`src/rtl/ascii_char_fifo.sv`:
```
// rtl/ascii_char_fifo.sv - first-word fall-through buffer for converted characters with saturating cap counter
//
// Stores {cap, char} entries between the case converter and a slower sink.
// Ports:
//   clk, rst             clock and asynchronous active-high reset
//   in_valid/in_ready    upstream handshake; in_char (bit 0 = MSB), in_cap
//   out_valid/out_ready  downstream handshake; out_char (bit 0 = MSB), out_cap
//   count                number of stored entries
//   cap_clr, cap_count   synchronous clear / saturating count of accepted cap=1 entries
module ascii_char_fifo #(
    parameter int DEPTH = 4,
    parameter int CNT_W = 16,
    localparam int PTR_W = $clog2(DEPTH)
) (
    input  logic             clk,
    input  logic             rst,
    input  logic             in_valid,
    output logic             in_ready,
    input  logic [0:7]       in_char,
    input  logic             in_cap,
    output logic             out_valid,
    input  logic             out_ready,
    output logic [0:7]       out_char,
    output logic             out_cap,
    output logic [PTR_W:0]   count,
    input  logic             cap_clr,
    output logic [CNT_W-1:0] cap_count
);

    localparam logic [PTR_W:0]   FULL_CNT = (PTR_W+1)'(DEPTH);
    localparam logic [CNT_W-1:0] CAP_MAX  = {CNT_W{1'b1}};

    // Entry layout: bit 8 = cap, bits 7:0 = character (bit 7 carries in_char[0]).
    logic [8:0]       mem_q [DEPTH];
    logic [8:0]       mem_d [DEPTH];
    logic [PTR_W-1:0] wr_ptr_q, wr_ptr_d;
    logic [PTR_W-1:0] rd_ptr_q, rd_ptr_d;
    logic [PTR_W:0]   count_q, count_d;
    logic [CNT_W-1:0] cap_count_q, cap_count_d;

    logic push;
    logic pop;
    logic [8:0] head;

    // Handshake outputs depend only on registered occupancy.
    assign in_ready  = (count_q != FULL_CNT);
    assign out_valid = (count_q != '0);
    assign push      = in_valid && in_ready;
    assign pop       = out_valid && out_ready;

    assign head      = mem_q[rd_ptr_q];
    // Storage is never reset, so the head is masked while empty.
    assign out_char  = out_valid ? head[7:0] : 8'h00;
    assign out_cap   = out_valid ? head[8]   : 1'b0;
    assign count     = count_q;
    assign cap_count = cap_count_q;

    always_comb begin
        mem_d       = mem_q;
        wr_ptr_d    = wr_ptr_q;
        rd_ptr_d    = rd_ptr_q;
        count_d     = count_q;
        cap_count_d = cap_count_q;

        if (push) begin
            mem_d[wr_ptr_q] = {in_cap, in_char};
            wr_ptr_d        = wr_ptr_q + PTR_W'(1);
        end
        if (pop) begin
            rd_ptr_d = rd_ptr_q + PTR_W'(1);
        end

        case ({push, pop})
            2'b10:   count_d = count_q + (PTR_W+1)'(1);
            2'b01:   count_d = count_q - (PTR_W+1)'(1);
            default: count_d = count_q;
        endcase

        // Clear takes priority over a simultaneous counted push.
        if (cap_clr) begin
            cap_count_d = '0;
        end else if (push && in_cap && (cap_count_q != CAP_MAX)) begin
            cap_count_d = cap_count_q + CNT_W'(1);
        end
    end

    always_ff @(posedge clk or posedge rst) begin
        if (rst) begin
            wr_ptr_q    <= '0;
            rd_ptr_q    <= '0;
            count_q     <= '0;
            cap_count_q <= '0;
        end else begin
            wr_ptr_q    <= wr_ptr_d;
            rd_ptr_q    <= rd_ptr_d;
            count_q     <= count_d;
            cap_count_q <= cap_count_d;
        end
    end

    always_ff @(posedge clk) begin
        mem_q <= mem_d;
    end

endmodule

```
`config.mk`:
```
export PLATFORM = sky130hd
export DESIGN_NAME = ascii_char_fifo
export DESIGN_NICKNAME = d
export VERILOG_FILES = /design/src/rtl/ascii_char_fifo.sv
export SDC_FILE = /design/constraint.sdc
export NUM_CORES = 1
export LEC_CHECK = 0
export CAP_MARGIN = 20
export CORE_ASPECT_RATIO = 1.25
export CORE_MARGIN = 10
export CORE_UTILIZATION = 48
export DETAILED_ROUTE_END_ITERATION = 8
export PLACE_DENSITY = 0.76
export SLEW_MARGIN = 15
export SYNTH_ARGS = -nofsm -noshare
export SYNTH_HDL_FRONTEND = slang
export SYNTH_SLANG_ARGS = --single-unit
```
`constraint.sdc`:
```
create_clock -name clk -period 2 [get_ports clk]
set_input_delay 0.4 -clock clk [delete_from_list [all_inputs] [get_ports clk]]
set_output_delay 0.4 -clock clk [all_outputs]
set_load 0.1 [all_outputs]
```
==> After elaboration in Yosys (flattened, before gate mapping) <==
Cells that the tools add are included.
{ "word_totals": {"inputBits": 14, "output_inout_bits": 30, "regBits": 59, "wordCells": 41} }
{ "classes": {"n_bitwise": 2, "n_addsub": 5, "n_reduce_logical": 8, "eq_ne": 4, "mux": 11, "order_cmp": 3} }
{ "op_table": {"columns": ["operator", "count"], "rows": [
  ["36-bit bitwise mux", 1],
  ["16-bit 2-to-1 mux", 2],
  ["9-bit 2-to-1 mux", 3],
  ["9-bit binary-select mux with 2-bit select", 1],
  ["9-bit demux with 2-bit select", 1],
  ["16-bit by 1-bit adder with 16-bit output (second input constant)", 1],
  ["16-bit != test (second input constant)", 1],
  ["8-bit 2-to-1 mux", 1],
  ["3-bit >= comparator (second input constant)", 2],
  ["2-bit NOT with 3-bit output", 2],
  ["3-bit case mux with 2 select lines", 1],
  ["1-bit logical AND", 5],
  ["2-bit by 1-bit adder with 2-bit output (second input constant)", 2],
  ["2-bit nonzero test", 2],
  ["3-bit by 1-bit adder with 3-bit output (second input constant)", 1],
  ["3-bit by 1-bit less-than comparator with 1-bit output (second input constant)", 1],
  ["3-bit != test (second input constant)", 1],
  ["3-bit nonzero test", 1],
  ["3-bit by 1-bit subtractor with 3-bit output (second input constant)", 1],
  ["2-bit by 1-bit == test with 1-bit output (second input constant)", 1],
  ["2-bit == test (second input constant)", 1],
  ["1-bit 2-to-1 mux", 1]
]} }

==> Depth between registers and ports, before layout <==
{ "depth": {"depth_word": 6, "depth_mapped": 9, "ltp_nobuf": 9} }

==> Worst setup path after synthesis <==
No wires, ideal clock.
{ "synth_timing": {"path_kind": "reg2out", "from": "reg count_q[0] (netlist: count[0])", "to": "out out_cap", "stages_incl_launch_ff": 4, "arrival_time_ns": 3.050, "setup_slack_ns": -1.450, "t_required_ns": 1.600, "n_path_buf": 1, "cell_sequence": "dfrtp_1 or3_1 clkbuf_1 and2_1"} }
{ "synth_between": {"elab_chain_len": 2} }
{ "synth_rtl": {"columns": ["element", "line", "source"], "rows": [
  ["from (decl)", "38", "logic [PTR_W:0] count_q, count_d;"],
  ["from (signal assigned)", "96", "count_q <= count_d;"],
  ["3-bit nonzero test", "47", "assign out_valid = (count_q != '0);"],
  ["net out_valid", "21", "output logic out_valid,"],
  ["1-bit 2-to-1 mux", "54", "assign out_cap = out_valid ? head[8] : 1'b0;"],
  ["to (decl)", "24", "output logic out_cap,"]
]} }
The timed path passes the listed nets, and every way through them passes these cells.

==> Worst setup path after layout <==
{ "layout_timing": {"from": "reg count_q[1] (netlist: count[1])", "to": "out out_char[3] (netlist bit)"} }
{ "layout_between": {"elab_chain_len": 2} }
{ "layout_rtl": {"columns": ["element", "line", "source"], "rows": [
  ["3-bit nonzero test", "47", null],
  ["8-bit 2-to-1 mux", "53", "assign out_char = out_valid ? head[7:0] : 8'h00;"],
  ["to (decl)", "23", "output logic [0:7] out_char,"]
]} }
No other way between the ends.

==> metrics.yaml <==
finalWorstSetupSlack_ps: -131.5
multiInputGateArea_mm2: 0.001071
yosys_warnings: 0
place_ws_ps: -68.31
ys_ff_latch: 59
crit_path_top_delay_cell: "dfrtp_4"
cp_cell_sequence: "or3_4 > clkbuf_16 > and2_4 > buf_12"
routedWlPerCell_um: 17.81
maxCapViolCount: 0
path_class: "reg -> out"
fin_crit_ps: 2132
grt_util_all_layers_pct: 13.63
cts_hold_buf: 0
hold_class: "in -> async"
cts_buffers: 9
reg2reg_slack_ps: -100
insertion_delay_ps: 340
fillers: 352
seq_area_frac_synth_pct: 61.13
worst_slew_pin_slew_ps: 326.4
cts_max_level: 3
mostFrequentLayoutCells: "edfxtp_1 (36), buf_4 (32), nor2_1 (16), dfrtp_2 (16), buf_12 (16)"
cp_top_family: "simple AND/OR/NAND/NOR gates"
finClkSkew_ps: 6.471
path_max_fanout: 5
final_util_pct: 70.80
grt-ovfl-total: 0
chipHeight_um: 104.0
synth_top_area_share_pct: 39.89
grt_pass1_wl_mm: 9.591
gp_congestion: 0.7508
clk_pin_slew_worst_paths_ps: 70
start_util_pct: 49.79
period_share_pct: 106.6
hpwl_mm: 4.165
total_power_uw: 6641
tritoncts: "done"
worst-path-buf-inv: 2
violations: "negative setup slack"
die_w_um: 87.21
syn_inst: 190
hold_viol: 0
seq_area_mm2: 0.001688
max-slew-margin-rel_pct: 78.06
ioPinCount: 44
cp_data_arrival_time_ps: 1730
dieArea_mm2: 0.009070
drc_errors: 0
vias_per_cell: 5.376
layout_commonest_cell: "edfxtp_1"
firstDrtPassIters: 5
grt_max_degree: 21
rsz0062_at_grt: "yes"
nNetsFinal: 282
dr_total_vias: 1774
drive_gt1_share_pct: 48.87
clock_sinks: 59
worstPathRequired_ps: 1600
areaGrowthSynthToFinish_pct: 42.20
postSynthAreaPerCell_um2: 14.26
drt-total-wl_mm: 5.877
antennaDiodeCount: 0
antenna_left: 0
powerDensity_mw_per_mm2: 1723
drv_slew: 0
drt_iter0_drc: 151
grt_pass1_vias: 1866
clockRootBuffer: "clkbuf_8"
ys_types: 38
tns_ps: -1270
yosys.area.top_type: "edfxtp_1"
syn-cell-area_mm2: 0.002710
p_leak_uw: 0.001519
status: "complete, but fails checks"
synth.net_count: 211
std_cell_rows: 30
cp-start-kind: "flip-flop"
critPathMaxStageDelay_ps: 480
clockBufferDepth: 2
portBuffers: 43
cp-end-kind: "primary output"
antenna_found_initial: 0
synth_area_leaders: "edfxtp_1 (40%), dfrtp_1 (21%), mux4_2 (7.5%)"
fmax_ghz: 0.4692
setup_violations: 12
vdd_ir_drop_max_v: 0.001033
core_mm2: 0.005443
-- cells in the mapped netlist, drive strengths merged --
master / count
edfxtp: 36
dfrtp: 23
nor2: 17
and2: 12
mux4: 9
xnor2: 9
xor2: 9
nand3: 8
and3: 7
inv: 7
and4: 6
ha: 6
nand2: 6
nand4: 5
buf: 4
nor3: 4
nor3b: 4
clkbuf: 3
a21oi: 2
mux2i: 2
nand2b: 2
a31o: 1
a31oi: 1
fa: 1
mux2: 1
nand3b: 1
nand4b: 1
nor4: 1
o21ai: 1
or3: 1
-- routing by layer --
metal	up-vias	wire length, µm	GRT usage, %	share of wire (%)
met3	11	411	6.034	7.0
met5	-	0	0	0
met4	0	111	6.393	1.9
met1	878	2290	14.84	39
li1	835	-	-	-
met2	50	3063	21.89	52
-- sequential cells by signal (all words and copies together), names as in the netlist --
name,flops
rd_ptr_q,2
count,3
wr_ptr_q,2
mem_q,36
cap_count,16
-- where the power goes --
| group | total (µW) | leakage (µW) | switching (µW) | internal [µW] |
|---|---|---|---|---|
| Combinational | 3790 | 0.000811 | 2200 | 1590 |
| Clock | 1170 | 0.000103 | 470 | 698 |
| Sequential | 1680 | 0.000605 | 115 | 1560 |
-- area by class of cell --
type | count | share of cell area (%)
inverters | 7 | 0.7792
flip-flops and latches | 59 | 43.80
well taps | 64 | 2.078
clock buffers | 11 | 3.409
repair buffers | 67 | 20.13
clock inverters | 5 | 2.013
multi-input cells | 117 | 27.79
-- path summary, 6_finish.rpt --
check                            start       endpoint  cells after the start
max                           count[1]    out_char[3]                      4
min                                rst       count[2]                      2
max reg2reg                   count[1]       count[2]                     10
min reg2reg                wr_ptr_q[0]    wr_ptr_q[0]                      1
max in group asynchronous          rst  cap_count[11]                      3
min in group clk           wr_ptr_q[0]    wr_ptr_q[0]                      1
-- per-stage QoR --
stage                     std cells  hold slack (ps)  area [µm²]
after CTS                       326            223.1        3804
after detailed placement        306            532.6        3535
after global placement          306            526.7        3535
after floorplan                 190            400.9        2831
final                           330            234.4        3854
after global routing            330            238.4        3854
-- logic make-up after synthesis --
kind of cell	share of synthesized area [%]
xor gates and xnor gates	5.817
and+or+nand+nor	17.27
muxes	8.633
buffers and inverters	2.539
adders and majority gates	3.509
AOI/OAI and AO/OA	1.108
DFF	61.13
-- worst reg2reg max path, cell delays in order (launching register included) --
cell	delay, ps
dfrtp_4	480
buf_4	150
nor3b_4	240
clkinvlp_4	170
nand2_4	90
ha_4	130
inv_2	30
fa_2	320
xor2_1	150
nor2_1	110
xor2_1	150
-- repair_timing --
action | 4_1_cts | 5_1_grt
gates cloned | 0 | 1
pin swaps | 7 | 4
setup endpoints to repair | 12 | 13
setup buffers | 4 | 3
resized for setup | 8 | 1
Power figures use the tool's default switching activity.
